## src/rtl/enemy_path_sched.sv

```systemverilog
// enemy_path_sched: shares one enemy-path ROM among N_ENEMY slots, sweeping live slots once per movement tick.
// Optional ENEMY_Y_ROM_EN adds rom_y_data; otherwise every slot sits on the fixed Y_BASE row.
module enemy_path_sched #(
   parameter int N_ENEMY      = 4,
   parameter int TICK_LIMIT   = 1000000,
   parameter int LEVEL_SCALER = 150,
   parameter int MAX_LEVEL    = 3,
   parameter int PHASE_STEP   = 30,
   parameter int Y_BASE       = 100
) (
   input  logic                   pclk,
   input  logic                   rst,
   input  logic [3:0]             level,
   input  logic                   start,
   input  logic                   stop,
   input  logic [N_ENEMY-1:0]     enemy_alive,
   output logic [11:0]            rom_addr,
   input  logic [10:0]            rom_x_data,
`ifdef ENEMY_Y_ROM_EN
   input  logic [10:0]            rom_y_data,
`endif
   output logic [N_ENEMY*11-1:0]  xpos_flat,
   output logic [N_ENEMY*11-1:0]  ypos_flat,
   output logic                   frame_valid,
   output logic                   busy,
   output logic [7:0]             loop_cnt
);
   localparam int TW = $clog2(TICK_LIMIT);
   localparam int IW = $clog2(N_ENEMY + 1);
   typedef enum logic [1:0] {IDLE, RUN, SWEEP} state_t;
   state_t r_state, w_state_nxt;
   logic [TW-1:0]         r_tick;
   logic [IW-1:0]         r_idx, w_ci, w_ni;
   logic [N_ENEMY*12-1:0] r_ptr;
   logic [11:0]           r_base, w_base, w_cur, w_top, w_adv;
   logic [3:0]            w_lvl;
   logic                  r_issue_alive, w_tick_end, w_cap, w_last, w_load, w_more;
   always_comb begin
      w_tick_end  = r_tick == TW'(TICK_LIMIT - 1);
      w_cap       = r_state == SWEEP && r_idx != '0;
      w_last      = r_state == SWEEP && r_idx == IW'(N_ENEMY);
      w_more      = r_idx < IW'(N_ENEMY - 1);
      w_load      = r_state == IDLE && start && !stop;
      w_lvl       = level == 4'd0 ? 4'd1 : level > 4'(MAX_LEVEL) ? 4'(MAX_LEVEL) : level;
      w_base      = 12'(LEVEL_SCALER) * (12'(w_lvl) - 12'd1);
      w_ci        = w_cap ? r_idx - IW'(1) : '0;
      w_ni        = w_more ? r_idx + IW'(1) : '0;
      w_cur       = r_ptr[12*w_ci +: 12];
      w_top       = r_base + 12'(LEVEL_SCALER - 1);
      w_adv       = w_cur == w_top ? r_base : w_cur + 12'd1;
      w_state_nxt = stop ? IDLE :
                    w_load ? RUN :
                    (r_state == RUN && w_tick_end) ? SWEEP :
                    w_last ? RUN : r_state;
   end
   always_ff @(posedge pclk) begin
      if (rst) r_state <= IDLE;
      else     r_state <= w_state_nxt;
   end
   always_ff @(posedge pclk) begin
      if (rst) begin
         rom_addr      <= '0;
         xpos_flat     <= '0;
         ypos_flat     <= '0;
         loop_cnt      <= '0;
         frame_valid   <= 1'b0;
         busy          <= 1'b0;
         r_tick        <= '0;
         r_ptr         <= '0;
         r_base        <= '0;
         r_idx         <= '0;
         r_issue_alive <= 1'b0;
      end else begin
         frame_valid <= w_last && !stop;
         busy        <= w_state_nxt != IDLE;
         r_tick      <= (r_state == IDLE || w_tick_end) ? '0 : r_tick + TW'(1);
         if (w_load) begin
            r_base   <= w_base;
            loop_cnt <= '0;
            for (int i = 0; i < N_ENEMY; i++) begin
               r_ptr[12*i +: 12] <= w_base + 12'((i * PHASE_STEP) % LEVEL_SCALER);
`ifndef ENEMY_Y_ROM_EN
               ypos_flat[11*i +: 11] <= 11'(Y_BASE);
`endif
            end
         end
         if (r_state == RUN && w_tick_end && !stop) begin
            r_idx    <= '0;
            rom_addr <= r_ptr[11:0];
         end
         if (r_state == SWEEP) begin
            r_idx         <= r_idx + IW'(1);
            r_issue_alive <= |(enemy_alive & (N_ENEMY'(1) << r_idx));
            if (w_more) rom_addr <= r_ptr[12*w_ni +: 12];
         end
         // data fetched before a stop still lands; only later slots are abandoned
         if (w_cap && r_issue_alive) begin
            xpos_flat[11*w_ci +: 11] <= rom_x_data;
`ifdef ENEMY_Y_ROM_EN
            ypos_flat[11*w_ci +: 11] <= rom_y_data;
`endif
            r_ptr[12*w_ci +: 12] <= w_adv;
            if (w_ci == '0 && w_cur == w_top && loop_cnt != 8'hFF) loop_cnt <= loop_cnt + 8'd1;
         end
      end
   end
endmodule

```

## config.mk

```make
export PLATFORM = sky130hd
export DESIGN_NAME = enemy_path_sched
export DESIGN_NICKNAME = d
export VERILOG_FILES = /design/src/rtl/enemy_path_sched.sv
export SDC_FILE = /design/constraint.sdc
export NUM_CORES = 1
export LEC_CHECK = 0
export CAP_MARGIN = 20
export CORE_AREA = 4 4 171 173
export DETAILED_ROUTE_END_ITERATION = 10
export DIE_AREA = 0 0 175 177
export GPL_ROUTABILITY_DRIVEN = 0
export PLACE_DENSITY = 0.71
export SLEW_MARGIN = 20
export SYNTH_ARGS = -nofsm -noshare
export SYNTH_HDL_FRONTEND = slang
export SYNTH_SLANG_ARGS = --single-unit
```

## constraint.sdc

```tcl
create_clock -name pclk -period 13.3 [get_ports pclk]
set_clock_uncertainty 0.1 [all_clocks]
set_input_delay 2.66 -clock pclk [delete_from_list [all_inputs] [get_ports pclk]]
set_output_delay 2.66 -clock pclk [all_outputs]
set_load 0.1 [all_outputs]
```

==> metrics, run 1 <==
reg-to-reg setup timing slack=6.21 ns; combinational share of power=16.4%; met3 routed WL=3960 microns; number of iterations in the first detailed-routing pass=8; maximum capacitance violations=0; Crit Path Category=in -> reg; top fanout value on the critical path=11; warnings from Yosys=0; number of failing hold endpoints at the final stage=0; starting utilization of the core area=39.5%; count of cells resized by post-cts repair=0; growth of design area from synthesis to finish=14.6%; top metal layer carrying routed signals=met4; average cell area after synthesis=7.82 sq um; portion of synthesized cell area occupied by the leading cell type=27.9%; Period Utilization, post-route=65.2%; clock network latency to the later pin of the worst-skew pair=0.44 ns; clk sinks=152; hold depth=2; minimum setup slack in the final design=4.63 ns; vias per cell=5.97; dominant cell type by area after synthesis=sky130_fd_sc_hd__dfxtp_1; RR Startpoint=r_idx[0]; Buffers & Inverters on Critical Path=3; number of antenna violations at the first check in global routing=0; kind of start point of the critical path=input pin; switching power summed over all nets=0.000373 W; share of synthesized registers carrying an async set or reset=0%; data arrival time of the critical path=8.89 ns; biggest area contributors in the synthesized netlist=sky130_fd_sc_hd__dfxtp_1, sky130_fd_sc_hd__a21oi_1, sky130_fd_sc_hd__ha_1, sky130_fd_sc_hd__nor2_1, sky130_fd_sc_hd__nand2_1; Least-Margin Pin Slew=1.09 ns; number of synthesized register bits=152; worst setup slack before clock tree synthesis=4.22 ns; Critical-path top delay cell=sky130_fd_sc_hd__nor4b_2; share of total power consumed by net switching=31.3%; Critical Path End Type=flop; diodes inserted=0; Hold EP=xpos_flat[11]; register area share after synthesis=27.9%; fraction of power consumed by sequential logic=40.5%; outcome=completed; clock-pin slew of the registers on the worst-case setup and hold paths=0.06 ns; clock tree from TritonCTS=built; most frequent cells in the layout=sky130_fd_sc_hd__dfxtp_1, sky130_fd_sc_hd__nor2_1, sky130_fd_sc_hd__nand2_1; Top-Level Pins=133; hold_buf cts=0; pwr/cell area=95.3 nW/um^2; Syn Inst Count=1397; row count=61; Hold/Removal Path Class=reg -> reg; maximum clock rate=0.115 GHz; number of pins exceeding their max-slew limit in the final report=0; number of H-tree levels=4; cell area after synthesis=10900 sq um; die span in x=175 microns; wire length on met1=14700 microns; die height=177 microns; placeable core area=27600 sq um; required time of the worst setup path=13.53 ns; number of distinct library cell variants in the gate-level netlist after synthesis=88; remaining design rule violation count=0; count of buffers added by post-CTS timing repair for setup=0; chain of cells forming the critical path=clkdlybuf4s50_1 > nor4b_2 > ha_1 > ha_1 > ha_1 > ha_1 > inv_1 > fa_1 > inv_1 > ha_1 > nand3_1 > o2111ai_1 > xor2_1 > nand3_1 > a311oi_1 > nand2_1 > or3_1 > a31oi_1 > o31ai_1 > o21bai_1; routed wire length per instance=19.2 microns; cell family with most CP delay=adder cells; number of nets at the end of the flow=1498; hold path startpoint=xpos_flat[11]; number of cells on the worst reg-to-reg path=13; cell internal pwr=0.000819 W; accumulated negative setup slack=0 ns; critical path's most frequent cell=sky130_fd_sc_hd__ha_1; predominant post-synthesis flop cell=sky130_fd_sc_hd__dfxtp_1; hpwl dp=25600 microns; number of design-rule violations left by the first detailed-router iteration=1341; total number of vias=10.8k; fraction of layout cells with a size suffix above 1=7.37%; Worst slew margin=27.0%; final worst path period need=8.67 ns; setup violation total in the final timing report=0; Static Leakage=4.49 nW; gr ovfl total=0; largest stage delay on the critical path=0.87 ns; Max IR drop VDD=84.4 uV; amount of wire on met2 after detailed routing=14400 microns; number of synthesized flops with an enable pin=0; largest buffer count on any clock path=2; post-detailed-routing wire length=35000 microns; TritonCTS buffer count=17; Clk network pwr share=43.1%; worst r2r dst=r_ptr[36]; die area=31000 sq um; via count of the first global-routing pass=9877; GRT Overall Usage=22.0%; RSZ-0062 raised after global routing=no; maximum number of pins on one net before global-route repair=105; first-pass GRT wire length=54700 microns; cell chosen for the clock root=sky130_fd_sc_hd__clkbuf_16; most frequent standard cell in the layout excluding fill and tap cells=sky130_fd_sc_hd__dfxtp_1; antenna violation net count after detailed routing=0; count of buffers from port buffering=100
-- worst register-to-register path, stage by stage (launching register included) --
cell	delay, ns
sky130_fd_sc_hd__dfxtp_1	0.31
sky130_fd_sc_hd__buf_4	0.42
sky130_fd_sc_hd__clkinv_1	0.50
sky130_fd_sc_hd__ha_1	1.15
sky130_fd_sc_hd__or3_1	0.60
sky130_fd_sc_hd__clkinv_2	0.29
sky130_fd_sc_hd__a221oi_2	0.84
sky130_fd_sc_hd__mux2_2	0.44
sky130_fd_sc_hd__nor4_4	0.47
sky130_fd_sc_hd__nand4_2	0.50
sky130_fd_sc_hd__mux2i_1	0.61
sky130_fd_sc_hd__a21boi_0	0.21
sky130_fd_sc_hd__a221oi_1	0.40
sky130_fd_sc_hd__a211oi_1	0.09
-- cell usage after synthesis, types with 7 or more instances --
| cell type | count |
|---|---|
| sky130_fd_sc_hd__dfxtp_1 | 152 |
| sky130_fd_sc_hd__nor2_1 | 146 |
| sky130_fd_sc_hd__nand2_1 | 145 |
| sky130_fd_sc_hd__a21oi_1 | 124 |
| sky130_fd_sc_hd__nand3_1 | 68 |
| sky130_fd_sc_hd__clkbuf_1 | 66 |
| sky130_fd_sc_hd__xnor2_1 | 49 |
| sky130_fd_sc_hd__buf_4 | 48 |
| sky130_fd_sc_hd__ha_1 | 45 |
| sky130_fd_sc_hd__mux2i_1 | 41 |
| sky130_fd_sc_hd__inv_1 | 40 |
| sky130_fd_sc_hd__o21ai_0 | 33 |
| sky130_fd_sc_hd__xor2_1 | 29 |
| sky130_fd_sc_hd__nor3_1 | 27 |
| sky130_fd_sc_hd__a211oi_1 | 26 |
| sky130_fd_sc_hd__and3_1 | 24 |
| sky130_fd_sc_hd__nor4_1 | 23 |
| sky130_fd_sc_hd__mux2_2 | 20 |
| sky130_fd_sc_hd__o31ai_1 | 20 |
| sky130_fd_sc_hd__nand4_1 | 18 |
| sky130_fd_sc_hd__a221oi_1 | 17 |
| sky130_fd_sc_hd__or3_1 | 13 |
| sky130_fd_sc_hd__buf_2 | 12 |
| sky130_fd_sc_hd__o211ai_1 | 12 |
| sky130_fd_sc_hd__nor2b_1 | 11 |
| sky130_fd_sc_hd__a31oi_1 | 10 |
| sky130_fd_sc_hd__a311oi_1 | 9 |
| sky130_fd_sc_hd__nand2b_1 | 8 |
| sky130_fd_sc_hd__or2_2 | 8 |
| sky130_fd_sc_hd__buf_1 | 7 |
| sky130_fd_sc_hd__nand4b_1 | 7 |
-- sequential cells by signal, summed over array words and instances (netlist names), 2 cells and up --
signal,flops
r_ptr,48
xpos_flat,44
r_tick,20
rom_addr,12
r_base,11
loop_cnt,8
r_idx,3
r_state,2
-- through the flow --
stage	hold WS (ns)	instance area (sq um)	utilization, %	instances	total power, W
detailed placement	0.345	11900	43.1	1784	0.000684
CTS	0.357	12500	45.3	1816	0.00120
floorplan	0.326	11000	-	1431	0.000648
finish	0.352	12500	45.3	1816	0.00119
global route	0.372	12500	45.3	1816	0.00123
global placement	0.337	11900	43.1	1784	0.000682
-- routing by layer --
metal / up-vias / global-route usage [%]
met5: - / 0
met2: 638 / 32.4
met3: 121 / 5.73
li1: 5025 / -
met1: 5052 / 30.0
met4: 0 / 10.8
-- kinds of logic after synthesis --
group / after synthesis / synth area share [%]
buf+inv: 182 / 8.40
fa+ha+maj: 50 / 6.07
xor+xnor: 78 / 6.26
flops: 152 / 27.9
simple gates: 536 / 24.2
other cells: 2 / 0.0688
mux: 62 / 5.92
compound gates: 335 / 21.3
-- area by class of cell --
cell class                 instances  area (sq um)
multi-input combinational       1097          7120
fill                            2755         15100
tap                              378           473
inverter                          44           166
sequential                       152          3040
timing repair buffer             113          1100
clock buffer                      20           467
clock inverter                    12           154
-- worst max-delay path by stage --
| stage | from | end | slack, ns | cells past startpoint |
|---|---|---|---|---|
| 2_1_floorplan | level[3] | r_ptr[35] | 5.00 | 20 |
| 3_3_place_gp | level[3] | r_ptr[35] | 4.44 | 20 |
| 3_5_place_dp | level[3] | r_ptr[35] | 4.22 | 20 |
| 4_1_cts | level[3] | r_ptr[35] | 4.67 | 20 |
| 5_1_grt | level[3] | r_ptr[35] | 4.03 | 20 |
| 6_report | level[3] | r_ptr[35] | 4.63 | 20 |
-- power groups by stage --
stage | combinational [W] | sequential, W | clock [W]
final | 0.000196 | 0.000482 | 0.000514
after global routing | 0.000209 | 0.000483 | 0.000540
after CTS | 0.000193 | 0.000481 | 0.000523
after detailed placement | 0.000192 | 0.000491 | 0
after global placement | 0.000191 | 0.000491 | 0
after floorplan | 0.000163 | 0.000485 | 0
Power figures use the tool's default switching activity.
==> run 2: changes to the inputs <==
clock period = 8 ns   (was 13.3 ns; I/O delays follow)
==> run 2 against run 1 <==
  * Hold slack better by 0.0014 ns
  * Non-clock buffer count is 4 higher
  * Flip-flop and latch count stayed put
  * Largest cell class unchanged
==> metrics, run 2 (same netlist as run 1, synthesis figures left out) <==
GRT Overall Usage=22.1%; largest stage delay on the critical path=0.60 ns; tightest hold margin=0.354 ns; number of antenna violations at the first check in global routing=0; clk sinks=152; clock network latency to the later pin of the worst-skew pair=0.44 ns; Top-Level Pins=133; kind of start point of the critical path=input pin; maximum capacitance violations=0; count of buffers added by post-CTS timing repair for setup=0; clock tree from TritonCTS=built; number of pins exceeding their max-slew limit in the final report=0; minimum setup slack in the final design=1.02 ns; number of design-rule violations left by the first detailed-router iteration=1251; worst r2r dst=r_ptr[41]; TritonCTS buffer count=17; required time of the worst setup path=8.16 ns; Placed Cells incl. Taps=1788; Critical-path top delay cell=sky130_fd_sc_hd__a311oi_1; Crit Path Category=in -> reg; number of iterations in the first detailed-routing pass=7; Least-Margin Pin Slew=1.09 ns; most frequent standard cell in the layout excluding fill and tap cells=sky130_fd_sc_hd__dfxtp_1; cell family with most CP delay=adder cells; reg-to-reg setup timing slack=1.80 ns; Largest register FFs=48; via count of the first global-routing pass=9937; number of H-tree levels=4; met1 GRT Util=29.5%; vias per cell=5.89; die height=177 microns; placeable core area=27600 sq um; starting utilization of the core area=39.5%; clock-pin slew of the registers on the worst-case setup and hold paths=0.07 ns; Max IR drop VDD=127 uV; fraction of layout cells with a size suffix above 1=7.49%; count of cell instances traversed by the critical path=21; number of nets at the end of the flow=1502; gr ovfl total=0; count of cells resized by post-cts repair=0; data arrival time of the critical path=7.15 ns; crit path from=level[1]; Critical Path End Type=flop; total number of vias=10.7k; routed wire length per instance=19.4 microns; die area=31000 sq um; first-pass GRT wire length=55000 microns; end point of the critical path=r_ptr[22]; hold_buf cts=0; die span in x=175 microns; Top Registers=r_ptr x48, xpos_flat x44, r_tick x20; growth of design area from synthesis to finish=14.7%; antenna violation net count after detailed routing=0; maximum number of pins on one net before global-route repair=105; accumulated negative setup slack=0 ns; cell chosen for the clock root=sky130_fd_sc_hd__clkbuf_16; setup violation total in the final timing report=0; hpwl dp=25700 microns; worst setup slack before clock tree synthesis=0.627 ns; final worst path period need=6.98 ns; Buffers & Inverters on Critical Path=5; RSZ-0062 raised after global routing=no; RR Startpoint=r_idx[0]; post-detailed-routing wire length=35200 microns; Period Utilization, post-route=87.3%; Layout Utilization=45.3%; number of failing hold endpoints at the final stage=0; critical path's most frequent cell=sky130_fd_sc_hd__ha_1; remaining design rule violation count=0; pwr/cell area=158 nW/um^2; top fanout value on the critical path=11; Hold/Removal Path Class=reg -> reg; final instance count without filler cells=1820; maximum clock rate=0.143 GHz; most utilized layer in the global route result=met2; Static Leakage=4.51 nW; outcome=completed; Worst slew margin=27.1%; largest buffer count on any clock path=2; chain of cells forming the critical path=clkdlybuf4s50_1 > nor4b_2 > buf_4 > ha_1 > buf_4 > ha_1 > ha_1 > ha_1 > inv_1 > fa_1 > inv_1 > ha_1 > nand3_1 > o2111ai_1 > xor2_1 > nand3_1 > a311oi_1 > nand3_1 > nor2b_1 > a2111oi_0 > a311oi_1; row count=61; count of buffers from port buffering=100; largest register by flop count=r_ptr; number of cells on the worst reg-to-reg path=15; diodes inserted=0; global routing met2 resource utilization=32.6%; GRT met3 Usage=7.50%; most frequent cells in the layout=sky130_fd_sc_hd__dfxtp_1, sky130_fd_sc_hd__nor2_1, sky130_fd_sc_hd__nand2_1
==> run 2: power by group <==
group	internal, W	leakage, nW	total (W)	switching [W]
combinational	0.0000922	2.98	0.000326	0.000234
clock	0.000479	0.295	0.000846	0.000368
sequential	0.000774	1.23	0.000802	0.0000284
total	0.00134	4.51	0.00197	0.000630
==> run 2: routing by layer <==
layer | part of all wire [%] | wire length (microns)
met1 | 42 | 14700
met2 | 42 | 14900
met3 | 12 | 4090
met4 | 4.6 | 1610
met5 | 0 | 0
==> run 2: area by class of cell <==
cell class,instances,area (sq um)
flip-flops and latches,152,3040
fillers,2732,15100
well taps,378,473
multi-input cells,1097,7120
clock inverters,13,161
repair buffers,117,1130
inverters,44,166
clock buffers,19,443
==> run 2: stage by stage <==
step | area, sq um | total power [W]
after floorplan | 11000 | 0.00108
after global placement | 11900 | 0.00113
after detailed placement | 11900 | 0.00114
after CTS | 12500 | 0.00198
after global routing | 12500 | 0.00204
final | 12500 | 0.00197
==> run 2: how the worst min path moves through the flow <==
| stage | startpoint | endpoint | slack [ns] | depth (start not counted) |
|---|---|---|---|---|
| 2_1_floorplan | r_tick[0] | r_tick[0] | 0.33 | 1 |
| 3_3_place_gp | xpos_flat[43] | xpos_flat[43] | 0.34 | 2 |
| 3_5_place_dp | xpos_flat[36] | xpos_flat[36] | 0.34 | 2 |
| 4_1_cts | xpos_flat[36] | xpos_flat[36] | 0.35 | 2 |
| 5_1_grt | xpos_flat[17] | xpos_flat[17] | 0.38 | 2 |
| 6_report | xpos_flat[17] | xpos_flat[17] | 0.35 | 2 |
==> run 2: worst min-delay path: cells and delay by family (launching register included) <==
family / cells / cell delay, ns
flip-flops: 1 / 0.31
AND/OR/NAND/NOR: 1 / 0.05
AO/OA/AOI/OAI: 1 / 0.05
==> run 3: changes to the inputs <==
CORE_AREA = 2 2 169 171   (was 4 4 171 173)
DIE_AREA = 0 0 171 173   (was 0 0 175 177)
RECOVER_POWER = 25   (was unset)
==> run 3 against run 2 <==
  * The flow now finishes with violations (max-capacitance violations, max-slew violations)
  * Critical path depth down 16
  * Cell area down 0.44%
  * Cell count up 0.11%
  * Maximum frequency down 4.2%
  * Clock-buffer cell count up 1
  * Register-to-register slack worse by 0.15 ns
  * Hold slack worse by 0.0013 ns
  * Global-route usage up 0.90 points
  * Worst setup slack worse by 0.30 ns
  * Clock power down 8.7%
  * Die area down 4.5%
  * First-iteration DRC count up 5.6%
  * Largest cell class unchanged
  * Largest power group is now sequential cells
==> metrics, run 3 (same netlist as run 1, synthesis figures left out) <==
number of H-tree levels=4; RR Startpoint=r_idx[0]; data arrival time of the critical path=7.36 ns; hpwl dp=25200 microns; largest register by flop count=r_ptr; vias per cell=5.94; clock network latency to the later pin of the worst-skew pair=0.45 ns; GRT Overall Usage=23.0%; count of cells resized by post-cts repair=0; Max IR drop VDD=127 uV; routed wire length per instance=19.1 microns; RSZ-0062 raised after global routing=no; kind of start point of the critical path=input pin; total number of vias=10.8k; required time of the worst setup path=8.08 ns; number of antenna violations at the first check in global routing=0; Period Utilization, post-route=91.1%; placed standard-cell area=11900 sq um; maximum number of pins on one net before global-route repair=98; crit path from=rst; Top Registers=r_ptr x48, xpos_flat x44, r_tick x20; post-detailed-routing wire length=34700 microns; cell chosen for the clock root=sky130_fd_sc_hd__clkbuf_16; Least-Margin Pin Slew=4.21 ns; number of pins exceeding their max-slew limit in the final report=149; Top-Level Pins=133; outcome=finished, violations left; die area=29600 sq um; Worst slew margin=-181%; die height=173 microns; clock tree from TritonCTS=built; TritonCTS buffer count=17; gr ovfl total=0; clock-pin slew of the registers on the worst-case setup and hold paths=0.07 ns; count of buffers from port buffering=100; maximum clock rate=0.137 GHz; final worst path period need=7.29 ns; most frequent standard cell in the layout excluding fill and tap cells=sky130_fd_sc_hd__dfxtp_1; clk sinks=152; remaining design rule violation count=0; accumulated negative setup slack=0 ns; violations in the final reports=max-capacitance violations, max-slew violations; Non-Filler Cell Area, Final=12500 sq um; first-pass GRT wire length=53900 microns; maximum capacitance violations=2; hold_buf cts=0; Hold/Removal Path Class=reg -> reg; placeable core area=27600 sq um; largest buffer count on any clock path=2; starting utilization of the core area=39.5%; top fanout value on the critical path=97; via count of the first global-routing pass=9548; die span in x=171 microns; antenna violation net count after detailed routing=0; setup violation total in the final timing report=0; hold path startpoint=xpos_flat[34]; number of design-rule violations left by the first detailed-router iteration=1321; most frequent cells in the layout=sky130_fd_sc_hd__dfxtp_1, sky130_fd_sc_hd__nor2_1, sky130_fd_sc_hd__nand2_1; number of iterations in the first detailed-routing pass=8; count of buffers added by post-CTS timing repair for setup=0; number of nets at the end of the flow=1503; number of failing hold endpoints at the final stage=0; Static Leakage=4.52 nW; row count=61; Crit Path Category=in -> reg; growth of design area from synthesis to finish=14.2%; Largest register FFs=48; Critical Path End Type=flop; pwr/cell area=152 nW/um^2; fraction of layout cells with a size suffix above 1=7.28%
## run 3: cell count changes in the layout (fill, tap and decap cells not counted), sizes merged
cell	delta
buf	-1
clkinv	-3
clkbuf	+3
clkdlybuf4s50	-18
diode	+1
inv	+1
bufinv	-2
clkinvlp	+3
dlygate4sd3	+18
## run 3: path summary, 6_finish.rpt
path	endpoint	slack, ns	cells after the start
hold / removal	xpos_flat[34]	0.35	2
setup reg to reg	r_ptr[36]	1.65	13
hold reg to reg	xpos_flat[34]	0.35	2
setup / recovery	r_ptr[11]	0.71	5
## run 3: worst max-delay path, stage by stage
cell and delay (ns):
sky130_fd_sc_hd__clkbuf_1 1.55, sky130_fd_sc_hd__clkbuf_1 3.05, sky130_fd_sc_hd__a21oi_1 0.56, sky130_fd_sc_hd__a32oi_1 0.44, sky130_fd_sc_hd__o41ai_1 0.11
## run 3: where the power goes
part | switching (W) | leakage (nW) | total, W | internal [W]
clock network | 0.000366 | 0.253 | 0.000772 | 0.000406
registers | 0.0000290 | 1.23 | 0.000803 | 0.000774
logic | 0.000233 | 3.03 | 0.000325 | 0.0000918
total | 0.000628 | 4.52 | 0.00190 | 0.00127
## run 3: metrics by stage
step | instances | total power [W] | hold WS (ns) | worst slack, ns | utilization (%)
floorplan | 1431 | 0.00108 | 0.326 | 0.756 | -
global placement | 1789 | 0.00113 | 0.338 | 0.787 | 43.2
detailed placement | 1789 | 0.00114 | 0.347 | 0.652 | 43.2
CTS | 1821 | 0.00190 | 0.353 | 1.11 | 45.1
global route | 1821 | 0.00196 | 0.376 | 0.387 | 45.1
finish | 1822 | 0.00190 | 0.352 | 0.712 | 45.1
## run 3: metal layers
| layer | track usage (%) | wire, microns | share of wire, % | vias to the layer above |
|---|---|---|---|---|
| met4 | 11.1 | 1740 | 5.0 | 2 |
| met1 | 31.3 | 14500 | 42 | 5058 |
| li1 | - | - | - | 5020 |
| met3 | 6.71 | 3950 | 11 | 122 |
| met2 | 33.0 | 14500 | 42 | 617 |
| met5 | 0 | 37 | 0.11 | - |
## run 3: area by class of cell
type / count / area, sq um
fill: 2764 / 15200
multi-input combinational: 1097 / 7120
sequential: 152 / 3040
timing repair buffer: 118 / 1130
tap: 378 / 473
clock buffer: 20 / 437
inverter: 44 / 166
clock inverter: 12 / 110
antenna: 1 / 2.50
